<file path="src/rtl/instr_encoder_loader.sv">
// LEGv8 field-level encoder and sequential instruction-memory loader; holds the CPU in reset until loaded.
// Optional feature macro: HALT_PAD_EN appends a "B 0" self-loop after the final instruction.
module instr_encoder_loader #(
  parameter int ADDR_W    = 10,
  parameter int MEM_WORDS = 1024
) (
  input  logic              clk,
  input  logic              reset,
  input  logic              start,
  input  logic              in_valid,
  output logic              in_ready,
  input  logic [3:0]        op,
  input  logic [4:0]        rd,
  input  logic [4:0]        rn,
  input  logic [4:0]        rm,
  input  logic [25:0]       imm,
  input  logic              last,
  output logic              wr_en,
  output logic [ADDR_W-1:0] wr_addr,
  output logic [31:0]       wr_data,
  output logic [ADDR_W:0]   count,
  output logic              done,
  output logic              err,
  output logic              cpu_reset
);

  // Handshake: a word transfers on any rising edge where in_valid && in_ready;
  // in_ready depends only on state, and in_valid must hold its fields until taken.

  typedef enum logic [2:0] {
    S_IDLE,
    S_LOAD,
`ifdef HALT_PAD_EN
    S_PAD,
`endif
    S_FULL,
    S_DONE,
    S_ERROR
  } state_t;

  localparam logic [ADDR_W:0] LAST_ADDR = (ADDR_W+1)'(MEM_WORDS - 1);
  localparam logic [31:0]     HALT_WORD = 32'h1400_0000;

  state_t              state, state_nx;
  logic                wr_en_nx, done_nx, err_nx, cpu_reset_nx;
  logic [ADDR_W-1:0]   wr_addr_nx;
  logic [31:0]         wr_data_nx;
  logic [ADDR_W:0]     count_nx;
  logic                enc_bad;
  logic [31:0]         enc_word;
  logic                accept;

  // Range checks treat imm as a 26-bit two's-complement value.
  always_comb begin
    enc_bad  = 1'b0;
    enc_word = 32'h0;
    case (op)
      4'd0: begin
        enc_word = {11'b11111000010, imm[8:0], 2'b00, rn, rd};
        enc_bad  = !((~|imm[25:8]) || (&imm[25:8]));
      end
      4'd1: begin
        enc_word = {10'b1001000100, imm[11:0], rn, rd};
        enc_bad  = |imm[25:12];
      end
      4'd2: enc_word = {6'b000101, imm[25:0]};
      4'd3: enc_word = {11'b11101011000, rm, 6'b0, rn, rd};
      4'd4: enc_word = {11'b11001010000, rm, 6'b0, rn, rd};
      4'd5: begin
        enc_word = {8'b10110100, imm[18:0], rd};
        enc_bad  = !((~|imm[25:18]) || (&imm[25:18]));
      end
      4'd6: begin
        enc_word = {11'b11111000000, imm[8:0], 2'b00, rn, rd};
        enc_bad  = !((~|imm[25:8]) || (&imm[25:8]));
      end
      4'd7: enc_word = {11'b10101011000, rm, 6'b0, rn, rd};
      4'd8: begin
        enc_word = {11'b11010011010, 5'b0, imm[5:0], rn, rd};
        enc_bad  = |imm[25:6];
      end
      4'd9: enc_word = {11'b10001010000, rm, 6'b0, rn, rd};
      4'd10: begin
        enc_word = {8'b01010100, imm[18:0], 5'b01011};
        enc_bad  = !((~|imm[25:18]) || (&imm[25:18]));
      end
      default: enc_bad = 1'b1;
    endcase
  end

  assign in_ready = (state == S_LOAD);
  assign accept   = in_valid && in_ready;

  always_comb begin
    state_nx     = state;
    wr_en_nx     = 1'b0;
    wr_addr_nx   = wr_addr;
    wr_data_nx   = wr_data;
    count_nx     = count;
    done_nx      = done;
    err_nx       = err;
    cpu_reset_nx = cpu_reset;
    case (state)
      S_LOAD: begin
        if (accept) begin
          if (enc_bad) begin
            err_nx   = 1'b1;
            state_nx = S_ERROR;
          end else begin
            wr_en_nx   = 1'b1;
            wr_addr_nx = count[ADDR_W-1:0];
            wr_data_nx = enc_word;
            count_nx   = count + 1'b1;
`ifdef HALT_PAD_EN
            // No room for the pad once the top address is used.
            if (count == LAST_ADDR) begin
              state_nx = S_FULL;
            end else if (last) begin
              state_nx = S_PAD;
            end
`else
            if (last) begin
              done_nx      = 1'b1;
              cpu_reset_nx = 1'b0;
              state_nx     = S_DONE;
            end else if (count == LAST_ADDR) begin
              state_nx = S_FULL;
            end
`endif
          end
        end
      end
`ifdef HALT_PAD_EN
      S_PAD: begin
        wr_en_nx     = 1'b1;
        wr_addr_nx   = count[ADDR_W-1:0];
        wr_data_nx   = HALT_WORD;
        count_nx     = count + 1'b1;
        done_nx      = 1'b1;
        cpu_reset_nx = 1'b0;
        state_nx     = S_DONE;
      end
`endif
      S_FULL: begin
        err_nx   = 1'b1;
        state_nx = S_ERROR;
      end
      default: begin
        if (start) begin
          count_nx     = '0;
          done_nx      = 1'b0;
          err_nx       = 1'b0;
          cpu_reset_nx = 1'b1;
          state_nx     = S_LOAD;
        end
      end
    endcase
  end

  // Reset wins over a same-edge accept, so an in-flight word is simply dropped.
  always_ff @(posedge clk) begin
    if (reset) begin
      state     <= S_IDLE;
      wr_en     <= 1'b0;
      wr_addr   <= '0;
      wr_data   <= 32'h0;
      count     <= '0;
      done      <= 1'b0;
      err       <= 1'b0;
      cpu_reset <= 1'b1;
    end else begin
      state     <= state_nx;
      wr_en     <= wr_en_nx;
      wr_addr   <= wr_addr_nx;
      wr_data   <= wr_data_nx;
      count     <= count_nx;
      done      <= done_nx;
      err       <= err_nx;
      cpu_reset <= cpu_reset_nx;
    end
  end

  logic unused_halt;
  assign unused_halt = ^HALT_WORD;

endmodule

</file>
<file path="config.mk">
export PLATFORM = sky130hd
export DESIGN_NAME = instr_encoder_loader
export DESIGN_NICKNAME = d
export VERILOG_FILES = /design/src/rtl/instr_encoder_loader.sv
export SDC_FILE = /design/constraint.sdc
export NUM_CORES = 1
export LEC_CHECK = 0
export BUFFER_PORTS_ARGS = -buffer_cell sky130_fd_sc_hd__clkbuf_2
export CORE_MARGIN = 4
export CORE_UTILIZATION = 25
export DETAILED_ROUTE_END_ITERATION = 10
export PLACE_DENSITY_LB_ADDON = 0.15
export SYNTH_ARGS = -nofsm -noshare
export SYNTH_HDL_FRONTEND = slang
export SYNTH_SLANG_ARGS = --single-unit
export TNS_END_PERCENT = 5
</file>
<file path="constraint.sdc">
create_clock -name clk -period 3.3 [get_ports clk]
set_input_delay 0.66 -clock clk [delete_from_list [all_inputs] [get_ports clk]]
set_output_delay 0.66 -clock clk [all_outputs]
set_load 0.01 [all_outputs]
</file>
Word-level counts from Yosys, hierarchy flattened
Index checks and enable logic that the tools add are counted.
{ "totals": {"ff_bits": 60, "inputBits": 50, "out_inout_bits": 58} }
{ "op_classes": {"add_sub_neg": 1, "n_eq_ne": 18, "n_mux": 26, "n_bitwise": 4, "n_reduce_logical": 25} }
{ "ops": {"columns": ["op", "count"], "rows": [
  ["$pmux 32 s11", 1],
  ["$mux 11", 3],
  ["$pmux 11 s2", 1],
  ["$reduce_or 20->1", 1],
  ["$reduce_and 18->1", 1],
  ["$reduce_or 18->1", 1],
  ["$eq 4x3->1 const B", 4],
  ["$mux 3", 5],
  ["$reduce_or 14->1", 1],
  ["$eq 4x4->1 const B", 3],
  ["$add 11x1->11 const B", 1],
  ["$eq 11x10->1 const B", 1],
  ["$mux 1", 11],
  ["$reduce_and 3->1", 3],
  ["$eq 4x2->1 const B", 2],
  ["$reduce_and 8->1", 1],
  ["$reduce_or 8->1", 1],
  ["$ne 2x1->1 const B", 3],
  ["$pmux 1 s2", 3],
  ["$pmux 3 s2", 1],
  ["$pmux 1 s5", 1],
  ["$reduce_and 5->1", 1],
  ["$reduce_or 5->1", 1],
  ["$eq 4x1->1 const B", 1],
  ["other kinds (14)", 22]
]} }

Longest topological paths before layout
{ "depth": {"word_depth": 8, "ltp_mapped": 9} }

Worst setup path before layout
Ideal clock, no wire load.
{ "synth_path": {"path_kind": "input-to-reg", "startpoint": "in imm[24]", "endpoint": "reg count[9]", "arrival_ns": 2.386, "required_time_ns": 3.230, "setup_slack_ns": 0.843, "stages": 7, "path_buffers": 1, "cell_sequence": "nand4_1 > or4_1 > o22ai_2 > o2111ai_2 > buf_6 > or4_1 > a21oi_1"} }
{ "synth_via": {"elab_chain_len": 7, "elab_cells_between_ends": 15, "classes_between": "eq/ne: 1; mux: 1; reduce/logical: 13"} }
{ "synth_rtl": {"columns": ["element", "line", "source"], "rows": [
  ["from (decl)", "16", "input logic [25:0] imm,"],
  ["$reduce_or 18->1 / $reduce_or 8->1 (equally long branches)", null, null],
  ["$logic_not 1->1, on equally long branches", null, null],
  ["$logic_or 1x1->1, on equally long branches", null, null],
  ["$logic_not 1->1, on equally long branches", null, null],
  ["$pmux 1 s5 (*)", "57", "case (op)"],
  ["$ne 2x2->1 (no line) (*)", null, null],
  ["$reduce_and 4->1 (no line) (*)", null, null],
  ["to (signal assigned)", "176", "count <= count_nx;"],
  ["to (decl)", "21", "output logic [ADDR_W:0] count,"]
]} }
Every way passes the cells marked *; elsewhere a longest branch is shown, timed or not.
A chain may end at the register's enable or synchronous reset.

Worst setup path after layout
{ "layout_path": {"startpoint": "in imm[13]", "endpoint": "reg wr_data[3]"} }
{ "layout_via": {"elab_chain_len": 7, "elab_cells_between_ends": 10, "classes_between": "mux: 1; bitwise: 1; reduce/logical: 8"} }
{ "layout_rtl": {"columns": ["element", "line", "source"], "rows": [
  ["$reduce_or 18->1", "60, 75", null],
  ["$logic_not 1->1", "60, 75", null],
  ["$logic_or 1x1->1", "60, 75", null],
  ["$logic_not 1->1", "60, 75", null],
  ["$pmux 1 s5 (*)", "57", null],
  ["$not 1->1 (no line) (*)", null, null],
  ["$reduce_and 3->1 (no line) (*)", null, null],
  ["to (signal assigned)", "175", "wr_data <= wr_data_nx;"],
  ["to (decl)", "20", "output logic [31:0] wr_data,"]
]} }
Marks and branches as above.

==> qor.yml <==
clock_network:
  insertion_delay_ns: 0.32
  cts_resized: 0
  cts_buffer_depth: 2
  cts_tree: "done"
  cts_sinks: 60
  holdBufCountCts: 0
  root_buffer: "clkbuf_16"
  post_cts_buffers: 0
  cts_inserted_buffers: 9
  cts_max_level: 3
  clk_pin_slew_worst_paths_ns: 0.06
synthesis:
  synthDistinctLibCells: 57
  syn-num-nets: 444
  synth_ff_type: "dfxtp_1"
  synth_top_area_share_pct: 37.3
  yosys.area.top_type: "dfxtp_1"
  async_flop_share_pct: 0
  synthCells: 393
  synth_common_cells: "a21oi_1 (65), dfxtp_1 (60), clkbuf_1 (25)"
  syn_area_um2: 3220
  synth_edf_count: 0
  syn_area_per_cell_um2: 8.19
  ys_ff_latch: 60
  yosysWarnings: 0
  synth_area_leaders: "dfxtp_1 (37%), a21oi_1 (10%), a211oi_1 (5.4%)"
  synth_most_common_cell: "a21oi_1"
  ys_seq_area_share_pct: 37.3
detailed_routing:
  ant_nets: 0
  drtIter0Drc: 307
  vias: 3630
  drc_errors: 0
  routedWlPerCell_um: 18.4
  drt-total-wl_um: 12200
  vias_per_cell: 5.45
  dr.pass1.iters: 5
cells_and_area:
  drive_above_1_share_pct: 30.0
  fillers: 1391
  diodes: 0
  finalInstanceArea_um2: 4250
  nets: 540
  syn2layout_area_growth_pct: 32.2
outcome:
  status: "completed"
global_routing:
  antenna_found_initial: 0
  grt_pass1_wl_um: 19600
  grt_usage_pct: 16.8
  overflow: 0
  grt_pass1_vias: 3555
  grt_max_degree: 40
setup_path:
  arrival_ns: 2.98
  reg2reg_slack_ns: 1.03
  cp_max_fo: 27
  rr_startpoint: "state[0]"
  reg2reg_to: "wr_data[3]"
  reg2reg_depth: 6
  path_class: "input port to flip-flop"
  cp-start-kind: "input port"
  critPathRequiredTime_ns: 3.44
  critPathCaptureType: "flip-flop"
floorplanning:
  dieArea_um2: 14800
  initial_core_util_pct: 25.5
  rows: 41
  core_area_um2: 12600
  die_w_um: 121
  design.portCount: 108
  die_y_um: 121
timing:
  finalHoldViolCount: 0
  finalSetupViolCount: 0
  fin_setup_tns_ns: 0
  slew_viol_final: 0
  min_period_ns: 2.84
  setup_slack_ns: 0.460
  worst_pin_slew_ns: 1.21
  finClkSkew_ns: 0.00843
  fmax_ghz: 0.352
  rsz0062_at_grt: "no"
  maxSlewHeadroom_pct: 19.4
  fin_crit_sh_pct: 86.1
worst_hold_path:
  min_to: "done"
  worstHoldStart: "done"
  hold_class: "flip-flop to flip-flop"
  hold_depth: 2
power_and_ir_drop:
  ir_worst_vdd_mv: 0.255
  finalPower_w: 0.00212
  p_per_area_nw_per_um2: 498
  p_leak_nw: 1.61
placed_design:
  dpl-instance-area_um2: 3930
  dp_hpwl_um: 8970
  place.gp.congestion: 0.864
  dp_slack_ns: 0.122
  numPortBuffers: 107
run:
  cap_violations: 0
==> power by group <==
| part | leakage (nW) | internal, W | switching (W) |
|---|---|---|---|
| sequential | 0.486 | 0.000750 | 0.0000169 |
| combinational | 0.972 | 0.000119 | 0.000219 |
| clock | 0.153 | 0.000681 | 0.000334 |
| total | 1.61 | 0.00155 | 0.000570 |
==> cell type report <==
cell class / instances / area (um^2) / area share, %
Timing Repair Buffer: 123 / 656 / 15.4
Sequential cell: 60 / 1200 / 28.2
Inverter: 6 / 22.5 / 0.530
Multi-Input combinational cell: 289 / 1840 / 43.2
Clock buffer: 12 / 246 / 5.80
Clock inverter: 4 / 72.6 / 1.71
Tap cell: 172 / 215 / 5.06
==> sequential cells by signal, indices dropped and copies added, names as in the netlist <==
| signal | count |
|---|---|
| wr_data | 32 |
| count | 11 |
| state | 3 |
| wr_en | 1 |
| err | 1 |
| wr_addr | 10 |
| done | 1 |
| cpu_reset | 1 |
==> worst max-delay path by stage <==
stage	start	end	slack [ns]
after global routing	imm[12]	wr_data[3]	0.20
final	imm[13]	wr_data[3]	0.46
after global placement	imm[13]	wr_data[20]	0.22
after detailed placement	imm[12]	wr_data[3]	0.12
after floorplan	imm[24]	count[9]	0.84
after CTS	imm[12]	wr_data[3]	0.46
==> kinds of logic after synthesis <==
| family | synth area share (%) |
|---|---|
| AOI/OAI and AO/OA | 35.5 |
| muxes | 1.63 |
| xor gates and xnor gates | 0.544 |
| DFF | 37.3 |
| adders and majority gates | 0.389 |
| buffers and inverters | 5.68 |
| and+or+nand+nor | 18.9 |
==> critical path, cell delays in order <==
cell       delay, ns
clkbuf_2        0.12
nor4_1          0.36
nand3_1         0.19
o31ai_2         0.29
o2111ai_2       0.19
nor2_2          0.96
a211oi_1        0.20
==> metal layers <==
metal	track usage (%)	wire (um)	up-vias
met2	25.7	5560	137
met1	22.8	5580	1742
met5	0	0	-
met4	4.83	196	0
met3	5.08	898	19
li1	-	-	1732
==> cell usage in the layout (no fill, tap or decap), drive strengths merged, types with 7 or more instances in the layout <==
master,instances
clkbuf,119
a21oi,65
dfxtp,60
a211oi,23
nor2,21
o21ai,19
nand2,16
nand3,16
buf,16
a222oi,13
nor4,10
o31ai,9
nor3,9
or4,8
nor2b,7
==> through the flow <==
| step | hold slack (ns) | util (%) | cells |
|---|---|---|---|
| final | 0.447 | 33.7 | 666 |
| after floorplan | 0.470 | - | 393 |
| after CTS | 0.449 | 33.7 | 666 |
| after global routing | 0.462 | 33.7 | 666 |
| after global placement | 0.432 | 31.2 | 650 |
| after detailed placement | 0.439 | 31.2 | 650 |
(Power assumes the default switching activity.)
